`src/rtl/r_multicycle_ctrl.sv`:
```
`default_nettype none
// ============================================================================
// Module      : r_multicycle_ctrl
// Description : Multi-cycle control unit for the R-type CPU. Sequences
//               FETCH / DECODE / EXEC / WB for each instruction, decodes
//               op/funct into a registered ALU op, and drives the PC, IR and
//               register-file write strobes. Undefined instructions park the
//               unit in a sticky TRAP state that only rst leaves.
// Revision    : 1.0 - initial multi-cycle release
// ----------------------------------------------------------------------------
// Ports
//   clk         in   1        clock, all state on rising edge
//   rst         in   1        synchronous reset, active high
//   run         in   1        1 = keep executing, 0 = stop at next boundary
//   imem_ready  in   1        instruction word valid on the IR input
//   op          in   OP_W     opcode from IR, sampled in DECODE
//   funct       in   FUNCT_W  funct from IR, sampled in DECODE
//   pc_we       out  1        PC update strobe
//   ir_we       out  1        IR load strobe
//   rf_we       out  1        register-file write strobe
//   aluop       out  ALUOP_W  registered ALU operation
//   busy        out  1        high in FETCH, DECODE, EXEC and WB
//   illegal     out  1        sticky undefined-instruction flag
//   retired     out  CNT_W    number of completed WB cycles (wraps)
// ============================================================================
module r_multicycle_ctrl #(
    parameter int OP_W        = 6,
    parameter int FUNCT_W     = 6,
    parameter int ALUOP_W     = 3,
    parameter int EXEC_CYCLES = 1,
    parameter int CNT_W       = 16
) (
    input  logic               clk,
    input  logic               rst,
    input  logic               run,
    input  logic               imem_ready,
    input  logic [OP_W-1:0]    op,
    input  logic [FUNCT_W-1:0] funct,
    output logic               pc_we,
    output logic               ir_we,
    output logic               rf_we,
    output logic [ALUOP_W-1:0] aluop,
    output logic               busy,
    output logic               illegal,
    output logic [CNT_W-1:0]   retired
);

    localparam logic [2:0] c_IDLE   = 3'd0;
    localparam logic [2:0] c_FETCH  = 3'd1;
    localparam logic [2:0] c_DECODE = 3'd2;
    localparam logic [2:0] c_EXEC   = 3'd3;
    localparam logic [2:0] c_WB     = 3'd4;
    localparam logic [2:0] c_TRAP   = 3'd5;

    // EXEC lasts EXEC_CYCLES cycles: the counter is loaded with N-1 and the
    // state leaves EXEC in the cycle the counter reads zero.
    localparam logic [3:0] c_EXEC_LOAD = 4'(EXEC_CYCLES - 1);

    logic [2:0]         r_state;
    logic [ALUOP_W-1:0] r_aluop;
    logic               r_illegal;
    logic [CNT_W-1:0]   r_retired;
    logic [3:0]         r_exec_cnt;

    logic               w_dec_ok;
    logic [2:0]         w_dec_op;

    // Instruction decode: R-type only (op all zeros), funct looked up in
    // the fixed table below.
    always_comb begin
        w_dec_ok = 1'b1;
        w_dec_op = 3'd0;
        case (funct)
            FUNCT_W'(6'b100000): w_dec_op = 3'd0; // add
            FUNCT_W'(6'b100010): w_dec_op = 3'd1; // sub
            FUNCT_W'(6'b100100): w_dec_op = 3'd2; // and
            FUNCT_W'(6'b100101): w_dec_op = 3'd3; // or
            FUNCT_W'(6'b100110): w_dec_op = 3'd4; // xor
            FUNCT_W'(6'b100111): w_dec_op = 3'd5; // nor
            FUNCT_W'(6'b101011): w_dec_op = 3'd6; // sltu
            FUNCT_W'(6'b000100): w_dec_op = 3'd7; // sllv
            default:             w_dec_ok = 1'b0;
        endcase
        if (op != '0) begin
            w_dec_ok = 1'b0;
        end
    end

    always_ff @(posedge clk) begin
        if (rst) begin
            r_state    <= c_IDLE;
            r_aluop    <= '0;
            r_illegal  <= 1'b0;
            r_retired  <= '0;
            r_exec_cnt <= '0;
        end else begin
            case (r_state)
                c_IDLE: begin
                    if (run) begin
                        r_state <= c_FETCH;
                    end
                end
                c_FETCH: begin
                    if (imem_ready) begin
                        r_state <= c_DECODE;
                    end
                end
                c_DECODE: begin
                    if (w_dec_ok) begin
                        r_aluop    <= ALUOP_W'(w_dec_op);
                        r_exec_cnt <= c_EXEC_LOAD;
                        r_state    <= c_EXEC;
                    end else begin
                        r_illegal  <= 1'b1;
                        r_state    <= c_TRAP;
                    end
                end
                c_EXEC: begin
                    if (r_exec_cnt != 4'd0) begin
                        r_exec_cnt <= r_exec_cnt - 4'd1;
                    end else begin
                        r_state    <= c_WB;
                    end
                end
                c_WB: begin
                    r_retired <= r_retired + CNT_W'(1);
                    r_state   <= run ? c_FETCH : c_IDLE;
                end
                c_TRAP: begin
                    r_state <= c_TRAP;
                end
                default: begin
                    r_state <= c_IDLE;
                end
            endcase
        end
    end

    // Strobes are decoded from state and masked by rst so that an aborted
    // instruction never writes the PC, IR or register file in the reset cycle.
    assign pc_we   = (r_state == c_FETCH) && imem_ready && !rst;
    assign ir_we   = (r_state == c_FETCH) && imem_ready && !rst;
    assign rf_we   = (r_state == c_WB) && !rst;
    assign busy    = (r_state != c_IDLE) && (r_state != c_TRAP);
    assign aluop   = r_aluop;
    assign illegal = r_illegal;
    assign retired = r_retired;

endmodule
`default_nettype wire

```
`config.mk`:
```
export PLATFORM = sky130hd
export DESIGN_NAME = r_multicycle_ctrl
export DESIGN_NICKNAME = d
export VERILOG_FILES = /design/src/rtl/r_multicycle_ctrl.sv
export SDC_FILE = /design/constraint.sdc
export NUM_CORES = 1
export LEC_CHECK = 0
export CAP_MARGIN = 25
export CORE_MARGIN = 4
export CORE_UTILIZATION = 52
export DETAILED_ROUTE_END_ITERATION = 12
export PLACE_DENSITY_LB_ADDON = 0.1
export SYNTH_ARGS = -nofsm -noshare
export SYNTH_HDL_FRONTEND = slang
export SYNTH_SLANG_ARGS = --single-unit
```
`constraint.sdc`:
```
create_clock -name clk -period 3.7 [get_ports clk]
set_input_delay 0.555 -clock clk [delete_from_list [all_inputs] [get_ports clk]]
set_output_delay 0.555 -clock clk [all_outputs]
set_load 0.02 [all_outputs]
```
==> impl_metrics.tcl <==
set metrics [dict create \
    synth_cells 178 \
    grt_pass1_vias 1358 \
    post-route-period-util_pct 74.1 \
    vias 1355 \
    crit_type "register to output pin" \
    dp_hpwl_um 2540 \
    synth.area.mux_share_pct 4.05 \
    cts_setup_buffers 0 \
    layout.cells.non_filler 245 \
    crit_family "simple AND/OR/NAND/NOR gates" \
    r2r_slack_ns 1.99 \
    critPathCaptureType "output pin" \
    slew_headroom_pct 63.7 \
    utilization_pct 70.3 \
    crit_arrival_ns 2.19 \
    fp.dieW_um 62.5 \
    synth_top_family_by_area "simple AND/OR/NAND/NOR gates" \
    p_sw_mw 0.125 \
    dr.pass1.iters 4 \
    grt_setup_unrepaired "false" \
    cts_made_buffers 3 \
    yosys.area_share.simple_pct 35.4 \
    start_util_pct 55.1 \
    cts.sinks 27 \
    p_comb_share_pct 12.6 \
    yosys-top-cells-area "dfxtp_1 (35%), nor2_1 (4.1%), xor2_1 (4.0%)" \
    synth_edf_count 0 \
    ys_warn_count 0 \
    ys_ff_latch 27 \
    htreeDepth 1 \
    drive_above_1_share_pct 7.48 \
    swShare_pct 25.3 \
    rows 19 \
    grt_start_max_net_pins 36 \
    drc 0 \
    gr-total-overflow 0 \
    async_reset_ff_share_pct 0 \
    fillCellCount 231 \
    p_seq_share_pct 60.6 \
    syn_nets 197 \
    whs_ns 0.463 \
    p_leak_nw 0.713 \
    period_needed_ns 2.74 \
    synth_top_area_share_pct 35.0 \
    powerDensity_mw_per_mm2 250 \
    routed_wl_um 3370 \
    first_iter_violations 97 \
    worstSetupStartpointType "register" \
    wl_per_cell_um 13.8 \
    area_delta_synth_final_pct 27.6 \
    design.die.area_mm2 0.00391 \
    finalNetCount 234 \
    crit_chain "nor3b_1 > nor2b_1 > clkdlybuf4s50_1" \
    ioPinCount 40 \
    core_mm2 0.00281 \
    antenna_found_initial 0 \
    viasPerCell 5.53 \
    tightest_slew_ns 0.543 \
    slew_viol_final 0 \
    yosys_most_used_dff "dfxtp_1" \
    finalWeightedCongestion 0.866 \
    status "finished, final reports clean" \
    diodes 0 \
    place_inst 241 \
    syn_area_mm2 0.00155 \
    p_int_mw 0.369 \
    vdd_drop_max_v 0.000180 \
    critical_path_required_ns 3.14 \
    fin_skew_ns 0.0133 \
    synth.distinct_cells 42 \
    path_buf_inv 1 \
    crit_fanout 10 \
    clkLatencyLatePin_ns 0.33 \
    synth_compound_area_share_pct 11.3 \
    root_buffer "clkbuf_4" \
    finalSetupViolations 0 \
    max_stage_delay_ns 0.61 \
    yosys.area.top_type "dfxtp_1" \
    critical-path-slowest-cell "clkdlybuf4s50_1" \
    grt_pass1_wl_um 6040 \
    cts_resized 0 \
    hold_buffers 0 \
    cts_tree "done" \
    ant_nets 0 \
    cap_violations 0 \
    synth-adder-area-share_pct 2.43 \
    min_path_type "register to register" \
    grt.total_usage_pct 18.6 \
    fin_setup_tns_ns 0 \
    fmax_mhz 365 \
    port-buffer-count 39 \
    hold_viol_final 0 \
    yosysSeqAreaShare_pct 35.0 \
    postSynthAreaPerCell_um2 8.69 \
    synthXorXnorAreaFrac_pct 7.36 \
    clockBufferDepth 2 \
    fp.dieH_um 62.5 \
    pwr-share-clk_pct 26.7 \
    clkSlewWorstSetupHoldPaths_ns 0.14 \
]
synth_stat cells (3+ instances only):
library cell  count
a21oi_1           8
and2_1            3
and3_1            3
clkbuf_1          3
dfxtp_1          27
ha_1              3
inv_1             8
mux2i_1           4
nand2_1           7
nand2b_1          7
nand3_1           6
nand3b_1          6
nand4_1           4
nor2_1           17
nor2b_1           4
nor3_1            7
nor3b_1           6
o21ai_0           7
or4_1             4
xnor2_1           6
xor2_1            7
area by class of cell:
type	instances	area, um2	area share, %
clock buffer	3	22.5	1.14
clock inverter	1	7.51	0.380
inverter	8	30.0	1.52
multi-input combinational	135	936	47.4
sequential	27	541	27.4
tap	31	38.8	1.97
timing repair buffer	40	398	20.2
sequential cells by signal (all words and copies together) (netlist names):
signal and cells:
r_exec_cnt 4, aluop 3, illegal 1, r_state 3, retired 16
worst paths after layout:
path                            cells after the start                     from                       end
worst min register to register                      2     illegal$_SDFFE_PP0P_      illegal$_SDFFE_PP0P_
worst max-delay path                                3  r_state[2]$_SDFFE_PP0P_                     rf_we
worst max register to register                      4  r_state[0]$_SDFFE_PP0P_  retired[15]$_SDFFE_PP0N_
worst min-delay path                                2     illegal$_SDFFE_PP0P_      illegal$_SDFFE_PP0P_
stage by stage:
stage	worst slack [ns]	power [mW]	area (um2)
floorplan	1.41	0.338	1550
detailed placement	1.10	0.368	1940
global route	0.832	0.525	1970
global placement	1.19	0.366	1940
CTS	0.953	0.500	1970
finish	0.957	0.494	1970
power groups by stage:
stage	Combinational [mW]	Sequential, mW	Clock, mW
2_1_floorplan	0.0355	0.302	0
3_3_place_gp	0.0603	0.305	0
3_5_place_dp	0.0623	0.306	0
4_1_cts	0.0626	0.300	0.138
5_1_grt	0.0691	0.301	0.155
6_report	0.0624	0.300	0.132
cells in the final DEF (no fill, tap or decap), types with 2 or more instances in the layout:
cell type        netlist  final
a21oi_1                8      8
a31o_2                 2      2
and2_1                 3      3
and3_1                 3      3
clkbuf_4               0      3
clkdlybuf4s50_1        0     39
dfxtp_1               27     27
ha_1                   3      3
inv_1                  8      8
mux2_1                 2      2
mux2i_1                4      4
nand2_1                7      7
nand2b_1               7      7
nand3_1                6      6
nand3b_1               6      6
nand4_1                4      4
nor2_1                17     17
nor2b_1                4      4
nor3_1                 7      7
nor3b_1                6      6
nor4_1                 2      2
o211a_1                2      2
o21ai_0                7      7
o311ai_0               2      2
or2_2                  2      2
or3_1                  2      2
or3b_2                 2      2
or4_1                  4      4
xnor2_1                6      6
xor2_1                 7      7
logic make-up (layout without fill, tap and decap cells):
kind of cell	Yosys count	count (layout)
AO/OA/AOI/OAI	26	26
XOR/XNOR	13	13
adder cells (fa/ha/maj)	3	3
buffers and inverters	16	52
flip-flops	27	27
multiplexers	6	6
AND/OR/NAND/NOR	87	87
routing by layer:
layer	share of wire, %	vias to the layer above	wire length (um)	global-route usage (%)
li1	-	709	-	-
met1	49	617	1660	24.3
met2	47	25	1570	30.4
met3	3.1	4	106	4.14
met4	0.95	0	32	5.51
met5	0	-	0	0
worst reg2reg max path, cell delays in order, from the launching register on:
cell and delay (ns):
dfxtp_1 0.44, nand4bb_4 0.35, nor4_4 0.40, nand3_1 0.13, mux2_1 0.32
(Power assumes the default switching activity.)
